## config.mk

```make
export PLATFORM = sky130hd
export DESIGN_NAME = uart_tx
export DESIGN_NICKNAME = d
export VERILOG_FILES = /design/src/rtl/uart_tx.sv
export SDC_FILE = /design/constraint.sdc
export NUM_CORES = 1
export LEC_CHECK = 0
export ABC_AREA = 1
export CORE_ASPECT_RATIO = 0.6
export CORE_MARGIN = 3
export CORE_UTILIZATION = 50
export DETAILED_ROUTE_END_ITERATION = 6
export GPL_TIMING_DRIVEN = 0
export MAX_ROUTING_LAYER = met4
export PLACE_DENSITY_LB_ADDON = 0.25
export SLEW_MARGIN = 20
export SYNTH_ARGS = -nofsm -noshare
export SYNTH_HDL_FRONTEND = slang
export SYNTH_SLANG_ARGS = --single-unit
```

## constraint.sdc

```tcl
create_clock -name i_clk -period 1.75 [get_ports i_clk]
set_input_delay 0.175 -clock i_clk [delete_from_list [all_inputs] [get_ports i_clk]]
set_output_delay 0.175 -clock i_clk [all_outputs]
set_load 0.01 [all_outputs]
```

## src/rtl/uart_tx.sv

```systemverilog
// uart_tx: LSB-first UART transmitter that times each serial bit by CLK_DIV rising edges of bclk.
// Optional feature macro UART_TX_PARITY_EN inserts one parity bit between the data and the stop bits.

module uart_tx #(
   parameter int DATA_WIDTH = 8,
   parameter int CLK_DIV    = 16
) (
   input  logic                  i_clk,
   input  logic                  i_reset_n,
   input  logic                  i_bclk,
   input  logic [DATA_WIDTH-1:0] i_tx_data,
   input  logic                  i_tx_valid,
   output logic                  o_tx_ready,
   input  logic                  i_stop2,
   input  logic                  i_parity_odd,
   output logic                  o_tx,
   output logic                  o_tx_busy
);

   localparam int TICK_W = (CLK_DIV > 1) ? $clog2(CLK_DIV) : 1;
   localparam int BIT_W  = $clog2(DATA_WIDTH);
   localparam logic [TICK_W-1:0] TICK_LAST = TICK_W'(CLK_DIV - 1);
   localparam logic [BIT_W-1:0]  BIT_LAST  = BIT_W'(DATA_WIDTH - 1);

   typedef enum logic [2:0] {
      S_IDLE   = 3'd0,
      S_START  = 3'd1,
      S_DATA   = 3'd2,
`ifdef UART_TX_PARITY_EN
      S_PARITY = 3'd3,
`endif
      S_STOP   = 3'd4
   } state_t;

`ifdef UART_TX_PARITY_EN
   // Even parity is the XOR of the word; odd parity is its complement.
   function automatic logic f_parity(input logic [DATA_WIDTH-1:0] data, input logic odd);
      return (^data) ^ odd;
   endfunction
`else
   logic w_unused_parity;
   assign w_unused_parity = i_parity_odd;
`endif

   state_t                r_state;
   logic                  r_bclk_d;
   logic [TICK_W-1:0]     r_tick;
   logic [BIT_W-1:0]      r_bit;
   logic [DATA_WIDTH-1:0] r_shift;
   logic                  r_stop2;
   logic                  r_stop_second;
   logic                  r_tx;
   logic                  r_tx_ready;
   logic                  r_tx_busy;
`ifdef UART_TX_PARITY_EN
   logic                  r_par;
`endif

   state_t                w_state;
   logic [TICK_W-1:0]     w_tick;
   logic [BIT_W-1:0]      w_bit;
   logic [DATA_WIDTH-1:0] w_shift;
   logic                  w_stop2;
   logic                  w_stop_second;
   logic                  w_tx;
   logic                  w_rise;
   logic                  w_bit_end;
`ifdef UART_TX_PARITY_EN
   logic                  w_par;
`endif

   assign w_rise    = i_bclk & ~r_bclk_d;
   assign w_bit_end = w_rise & (r_tick == TICK_LAST);

   // Next-state, counter, shift and line-level logic for the framing FSM.
   always_comb begin
      w_state       = r_state;
      w_tick        = r_tick;
      w_bit         = r_bit;
      w_shift       = r_shift;
      w_stop2       = r_stop2;
      w_stop_second = r_stop_second;
      w_tx          = r_tx;
`ifdef UART_TX_PARITY_EN
      w_par         = r_par;
`endif

      // Ticks only advance inside a frame, so a rise seen in IDLE (including the accept edge) is ignored.
      if ((r_state != S_IDLE) && w_rise) begin
         if (w_bit_end) begin
            w_tick = TICK_W'(0);
         end else begin
            w_tick = r_tick + TICK_W'(1);
         end
      end else begin
         w_tick = r_tick;
      end

      case (r_state)
         S_IDLE: begin
            w_tx = 1'b1;
            if (i_tx_valid && r_tx_ready) begin
               w_state       = S_START;
               w_tick        = TICK_W'(0);
               w_bit         = BIT_W'(0);
               w_shift       = i_tx_data;
               w_stop2       = i_stop2;
               w_stop_second = 1'b0;
`ifdef UART_TX_PARITY_EN
               w_par         = f_parity(i_tx_data, i_parity_odd);
`endif
               w_tx          = 1'b0;
            end else begin
               w_state = S_IDLE;
            end
         end

         S_START: begin
            if (w_bit_end) begin
               w_state = S_DATA;
               w_tx    = r_shift[0];
            end else begin
               w_tx = 1'b0;
            end
         end

         S_DATA: begin
            if (w_bit_end) begin
               w_shift = {1'b0, r_shift[DATA_WIDTH-1:1]};
               if (r_bit == BIT_LAST) begin
                  w_bit = BIT_W'(0);
`ifdef UART_TX_PARITY_EN
                  w_state = S_PARITY;
                  w_tx    = r_par;
`else
                  w_state       = S_STOP;
                  w_stop_second = 1'b0;
                  w_tx          = 1'b1;
`endif
               end else begin
                  w_bit = r_bit + BIT_W'(1);
                  w_tx  = r_shift[1];
               end
            end else begin
               w_tx = r_shift[0];
            end
         end

`ifdef UART_TX_PARITY_EN
         S_PARITY: begin
            if (w_bit_end) begin
               w_state       = S_STOP;
               w_stop_second = 1'b0;
               w_tx          = 1'b1;
            end else begin
               w_tx = r_par;
            end
         end
`endif

         S_STOP: begin
            w_tx = 1'b1;
            if (w_bit_end) begin
               if (r_stop2 && !r_stop_second) begin
                  w_stop_second = 1'b1;
               end else begin
                  w_stop_second = 1'b0;
                  w_state       = S_IDLE;
               end
            end else begin
               w_state = S_STOP;
            end
         end

         default: begin
            w_state = S_IDLE;
            w_tx    = 1'b1;
         end
      endcase
   end

   // State and datapath registers; ready/busy are registered from the next state so they align with tx.
   always_ff @(posedge i_clk) begin
      if (!i_reset_n) begin
         r_state       <= S_IDLE;
         r_bclk_d      <= 1'b0;
         r_tick        <= TICK_W'(0);
         r_bit         <= BIT_W'(0);
         r_shift       <= {DATA_WIDTH{1'b0}};
         r_stop2       <= 1'b0;
         r_stop_second <= 1'b0;
         r_tx          <= 1'b1;
         r_tx_ready    <= 1'b1;
         r_tx_busy     <= 1'b0;
`ifdef UART_TX_PARITY_EN
         r_par         <= 1'b0;
`endif
      end else begin
         r_state       <= w_state;
         r_bclk_d      <= i_bclk;
         r_tick        <= w_tick;
         r_bit         <= w_bit;
         r_shift       <= w_shift;
         r_stop2       <= w_stop2;
         r_stop_second <= w_stop_second;
         r_tx          <= w_tx;
         r_tx_ready    <= (w_state == S_IDLE);
         r_tx_busy     <= (w_state != S_IDLE);
`ifdef UART_TX_PARITY_EN
         r_par         <= w_par;
`endif
      end
   end

   assign o_tx       = r_tx;
   assign o_tx_ready = r_tx_ready;
   assign o_tx_busy  = r_tx_busy;

endmodule

```

==> flow_summary.html <==
<table>
<tr><th>Metric</th><th>Value</th></tr>
<tr><th colspan="2">Outcome</th></tr>
<tr><td>Status</td><td>finished clean</td></tr>
<tr><th colspan="2">Finish</th></tr>
<tr><td>Non-filler instance count after layout</td><td>228</td></tr>
<tr><td>Antenna Diode Count</td><td>0</td></tr>
<tr><td>Area growth from synthesis to layout</td><td>17.68%</td></tr>
<tr><td>Utilization after layout</td><td>0.6447</td></tr>
<tr><td>Final instance area</td><td>1458 um2</td></tr>
<tr><td>Fill cells</td><td>200</td></tr>
<tr><td>Layout cell share with drive strength beyond 1</td><td>0.08081</td></tr>
<tr><td>Number of nets in the layout</td><td>217</td></tr>
<tr><th colspan="2">Routing</th></tr>
<tr><td>Via count of the routed design</td><td>1197</td></tr>
<tr><td>Routed vias/inst</td><td>5.250</td></tr>
<tr><td>Number of DRC markers in iteration 0</td><td>63</td></tr>
<tr><td>Number of remaining DRC errors</td><td>0</td></tr>
<tr><td>Average wire length per cell after detail routing</td><td>11.80 um</td></tr>
<tr><td>Number of optimization iterations in the first detailed-route pass</td><td>4</td></tr>
<tr><td>Post-detailed-routing wire length</td><td>2690 um</td></tr>
<tr><td>Routed Antenna Nets</td><td>0</td></tr>
<tr><th colspan="2">Power and ir drop</th></tr>
<tr><td>Power per standard cell area</td><td>794.4 nW/um2</td></tr>
<tr><td>Power dissipated by switching net loads</td><td>0.3148 mW</td></tr>
<tr><td>Clock network power share</td><td>0.277</td></tr>
<tr><td>Final total power</td><td>1.158 mW</td></tr>
<tr><td>Total leakage power</td><td>0.7071 nW</td></tr>
<tr><td>Part of the total power dissipated in sequential elements</td><td>0.528</td></tr>
<tr><td>Relative contribution of combinational cells to total power</td><td>0.196</td></tr>
<tr><td>Max rail drop VDD</td><td>0.4514 mV</td></tr>
<tr><td>Fraction of power spent switching nets</td><td>0.2719</td></tr>
<tr><td>Internal power contribution</td><td>0.8431 mW</td></tr>
<tr><th colspan="2">Synth</th></tr>
<tr><td>Number of enable flip-flop cells after synthesis</td><td>0</td></tr>
<tr><td>Warnings from Yosys</td><td>0</td></tr>
<tr><td>Yosys top cell by area</td><td>sky130_fd_sc_hd__dfxtp_1</td></tr>
<tr><td>Sequential area share after synthesis</td><td>0.3879</td></tr>
<tr><td>Proportion of register bits with asynchronous set or reset after synthesis</td><td>0</td></tr>
<tr><td>Dominant cells by area after synthesis</td><td>sky130_fd_sc_hd__dfxtp_1, sky130_fd_sc_hd__nand2_1, sky130_fd_sc_hd__nand3_1</td></tr>
<tr><td>Cell count after synthesis</td><td>181</td></tr>
<tr><td>Most used standard cells in the synthesized netlist</td><td>sky130_fd_sc_hd__nand2_1, sky130_fd_sc_hd__dfxtp_1, sky130_fd_sc_hd__inv_1</td></tr>
<tr><td>Net count after synthesis</td><td>198</td></tr>
<tr><td>Yosys cell types</td><td>22</td></tr>
<tr><td>Top flip-flop cell by instance count after synthesis</td><td>sky130_fd_sc_hd__dfxtp_1</td></tr>
<tr><td>Total standard cell area after synthesis</td><td>1239 um2</td></tr>
<tr><td>Count of state elements after synthesis</td><td>24</td></tr>
<tr><td>Top-area cell type share of the netlist area</td><td>0.3879</td></tr>
<tr><td>Syn avg cell area</td><td>6.844 um2</td></tr>
<tr><td>Most frequent cell after synthesis</td><td>sky130_fd_sc_hd__nand2_1</td></tr>
<tr><th colspan="2">Floorplanning</th></tr>
<tr><td>Starting density of the core</td><td>0.5479</td></tr>
<tr><td>Ports</td><td>17</td></tr>
<tr><td>Die Y</td><td>44.56 um</td></tr>
<tr><td>Die area</td><td>3130 um2</td></tr>
<tr><td>Number of placement rows</td><td>13</td></tr>
<tr><td>Core footprint</td><td>2261 um2</td></tr>
<tr><td>X dimension of the die</td><td>70.26 um</td></tr>
<tr><th colspan="2">Global route</th></tr>
<tr><td>Number of antenna violations at the first check in global routing</td><td>0</td></tr>
<tr><td>First-pass GRT wire length</td><td>4705 um</td></tr>
<tr><td>Met1 layer usage reported by global route</td><td>0.2397</td></tr>
<tr><td>Met2 capacity usage during global routing</td><td>0.3309</td></tr>
<tr><td>Vias in the first global route</td><td>1114</td></tr>
<tr><td>Largest net degree at the start of global routing</td><td>13</td></tr>
<tr><td>GR Util All Layers</td><td>0.1953</td></tr>
<tr><td>Most utilized layer in the global route result</td><td>met2</td></tr>
<tr><td>Met3 demand-to-capacity share in global routing</td><td>0.04762</td></tr>
<tr><td>Sum of overflow across all layers after global routing</td><td>0</td></tr>
<tr><th colspan="2">CTS</th></tr>
<tr><td>CTS clock-pin slew for the worst setup and hold paths</td><td>0.08 ns</td></tr>
<tr><td>Buffer depth of the longest clock path</td><td>2</td></tr>
<tr><td>Clock insertion delay at the later pin of the skew report</td><td>0.26 ns</td></tr>
<tr><td>Deepest level of the CTS H-tree</td><td>1</td></tr>
<tr><td>CTS tree</td><td>done</td></tr>
<tr><td>Master cell of the clock root buffer</td><td>sky130_fd_sc_hd__clkbuf_8</td></tr>
<tr><td>Sinks on Clock Net</td><td>24</td></tr>
<tr><td>TritonCTS buffer count</td><td>3</td></tr>
<tr><td>Hold bufs inserted after CTS</td><td>0</td></tr>
<tr><td>Post-CTS sizing</td><td>0</td></tr>
<tr><td>Setup bufs post-CTS</td><td>0</td></tr>
<tr><th colspan="2">STA</th></tr>
<tr><td>Final Hold Viols</td><td>0</td></tr>
<tr><td>Number of max-slew violations in the final report</td><td>0</td></tr>
<tr><td>Final-report setup violation count</td><td>0</td></tr>
<tr><td>Minimum clock period after layout</td><td>1.547 ns</td></tr>
<tr><td>Highest clock rate</td><td>646.6 MHz</td></tr>
<tr><td>Slew headroom</td><td>0.6935</td></tr>
<tr><td>Post-Route Hold Slack</td><td>0.2740 ns</td></tr>
<tr><td>Setup repair after global routing missed its margin</td><td>false</td></tr>
<tr><td>Worst clock skew on the final layout</td><td>0.002320 ns</td></tr>
<tr><td>Final cycle utilization of the critical path</td><td>0.8838</td></tr>
<tr><td>Final Worst Setup Slack</td><td>0.2033 ns</td></tr>
<tr><td>Slew at the pin closest to its max-slew limit</td><td>0.4597 ns</td></tr>
<tr><td>Setup TNS</td><td>0 ns</td></tr>
<tr><th colspan="2">Critical path</th></tr>
<tr><td>Critical path peak fanout</td><td>5</td></tr>
<tr><td>Crit path kind</td><td>reg2reg</td></tr>
<tr><td>Crit path launch type</td><td>flip-flop</td></tr>
<tr><td>Worst path max stage delay</td><td>0.36 ns</td></tr>
<tr><td>Dominant cell type by count on the critical path</td><td>sky130_fd_sc_hd__nand3_1</td></tr>
<tr><td>Category of cells accounting for the largest share of critical-path delay</td><td>simple AND/OR/NAND/NOR gates</td></tr>
<tr><td>Buffers &amp; Inverters on Critical Path</td><td>1</td></tr>
<tr><td>Worst endpoint required time</td><td>1.90 ns</td></tr>
<tr><td>Cell with the largest stage delay on the worst path</td><td>sky130_fd_sc_hd__dfxtp_1</td></tr>
<tr><td>Cell-by-cell listing of the critical path</td><td>ha_1 &gt; nand3_1 &gt; nor2_1 &gt; nand3_1 &gt; nand3_1 &gt; inv_1 &gt; nand2_1 &gt; nand2_1</td></tr>
<tr><td>Endpoint class of the critical path</td><td>flip-flop</td></tr>
<tr><td>CP arrival</td><td>1.69 ns</td></tr>
<tr><th colspan="2">Flow run</th></tr>
<tr><td>Max-cap violations</td><td>0</td></tr>
<tr><th colspan="2">Hold path</th></tr>
<tr><td>HP Class</td><td>in2reg</td></tr>
<tr><th colspan="2">Place</th></tr>
<tr><td>Detailed-placement wirelength estimate</td><td>2024 um</td></tr>
<tr><td>Final weighted congestion in routability-driven placement</td><td>0.8372</td></tr>
<tr><td>Number of port buffers</td><td>14</td></tr>
<tr><td>Post-Place Setup Slack</td><td>0.1577 ns</td></tr>
<tr><td>Number of placed instances with taps included</td><td>225</td></tr>
<tr><td>Cell area after placement</td><td>1416 um2</td></tr>
</table>
==> cells in the final DEF (no fill, tap or decap), drive strengths merged <==
cell type	count
clkbuf	4
a21o	1
a31oi	1
nand4	1
buf	3
dfxtp	24
o21ai	4
xor2	1
nor2	11
nand3b	1
clkdlybuf4s50	14
inv	23
a21oi	16
nand3	21
nand2	69
dlymetal6s2s	1
ha	3
==> power by group through the flow <==
stage / Clock [mW] / Combinational [mW] / Sequential, mW
2_1_floorplan: 0 / 0.143 / 0.624
3_3_place_gp: 0 / 0.218 / 0.621
3_5_place_dp: 0 / 0.225 / 0.623
4_1_cts: 0.326 / 0.226 / 0.611
5_1_grt: 0.346 / 0.254 / 0.617
6_report: 0.320 / 0.226 / 0.611
==> sequential cells by signal, summed over array words and instances (netlist names), 3 cells and up <==
register and cells:
r_bit 3, r_tick 4, r_state 3, r_shift 8
==> cells by family (layout without fill, tap and decap cells) <==
kind of cell,after synthesis,in the layout,synth area share
xor gates and xnor gates,1,1,0.007072
buffers and inverters,28,45,0.1101
adders and majority gates,3,3,0.03031
and+or+nand+nor,103,103,0.3697
AOI/OAI and AO/OA,22,22,0.09496
DFF,24,24,0.3879
==> path summary, 6_finish.rpt <==
path / start / slack (ns) / to / cells past startpoint
worst min-delay path: i_reset_n / 0.27 / o_tx_ready / 2
worst max-delay path: r_tick[1] / 0.20 / o_tx_ready / 8
worst max register to register: r_tick[1] / 0.20 / o_tx_ready / 8
worst min register to register: r_shift[5] / 0.47 / r_shift[5] / 2
==> routing by layer <==
metal  share of wire  vias up  wire length [um]
li1                -      603                 -
met1            0.48      564              1289
met2            0.47       28              1258
met3           0.051        2               136
met4          0.0022        0                 6
met5               0        -                 0
==> final cells by class <==
cell class	count	area [um2]	share of cell area
Tap cell	30	37.54	0.02575
Sequential cell	24	480.5	0.3296
Inverter	23	86.33	0.05923
Buffer	5	50.05	0.03433
Multi-Input combinational cell	129	621.8	0.4266
Clock buffer	3	41.29	0.02833
Timing Repair Buffer	14	140.1	0.09614
Note: power is estimated with default switching activity, not from simulation.
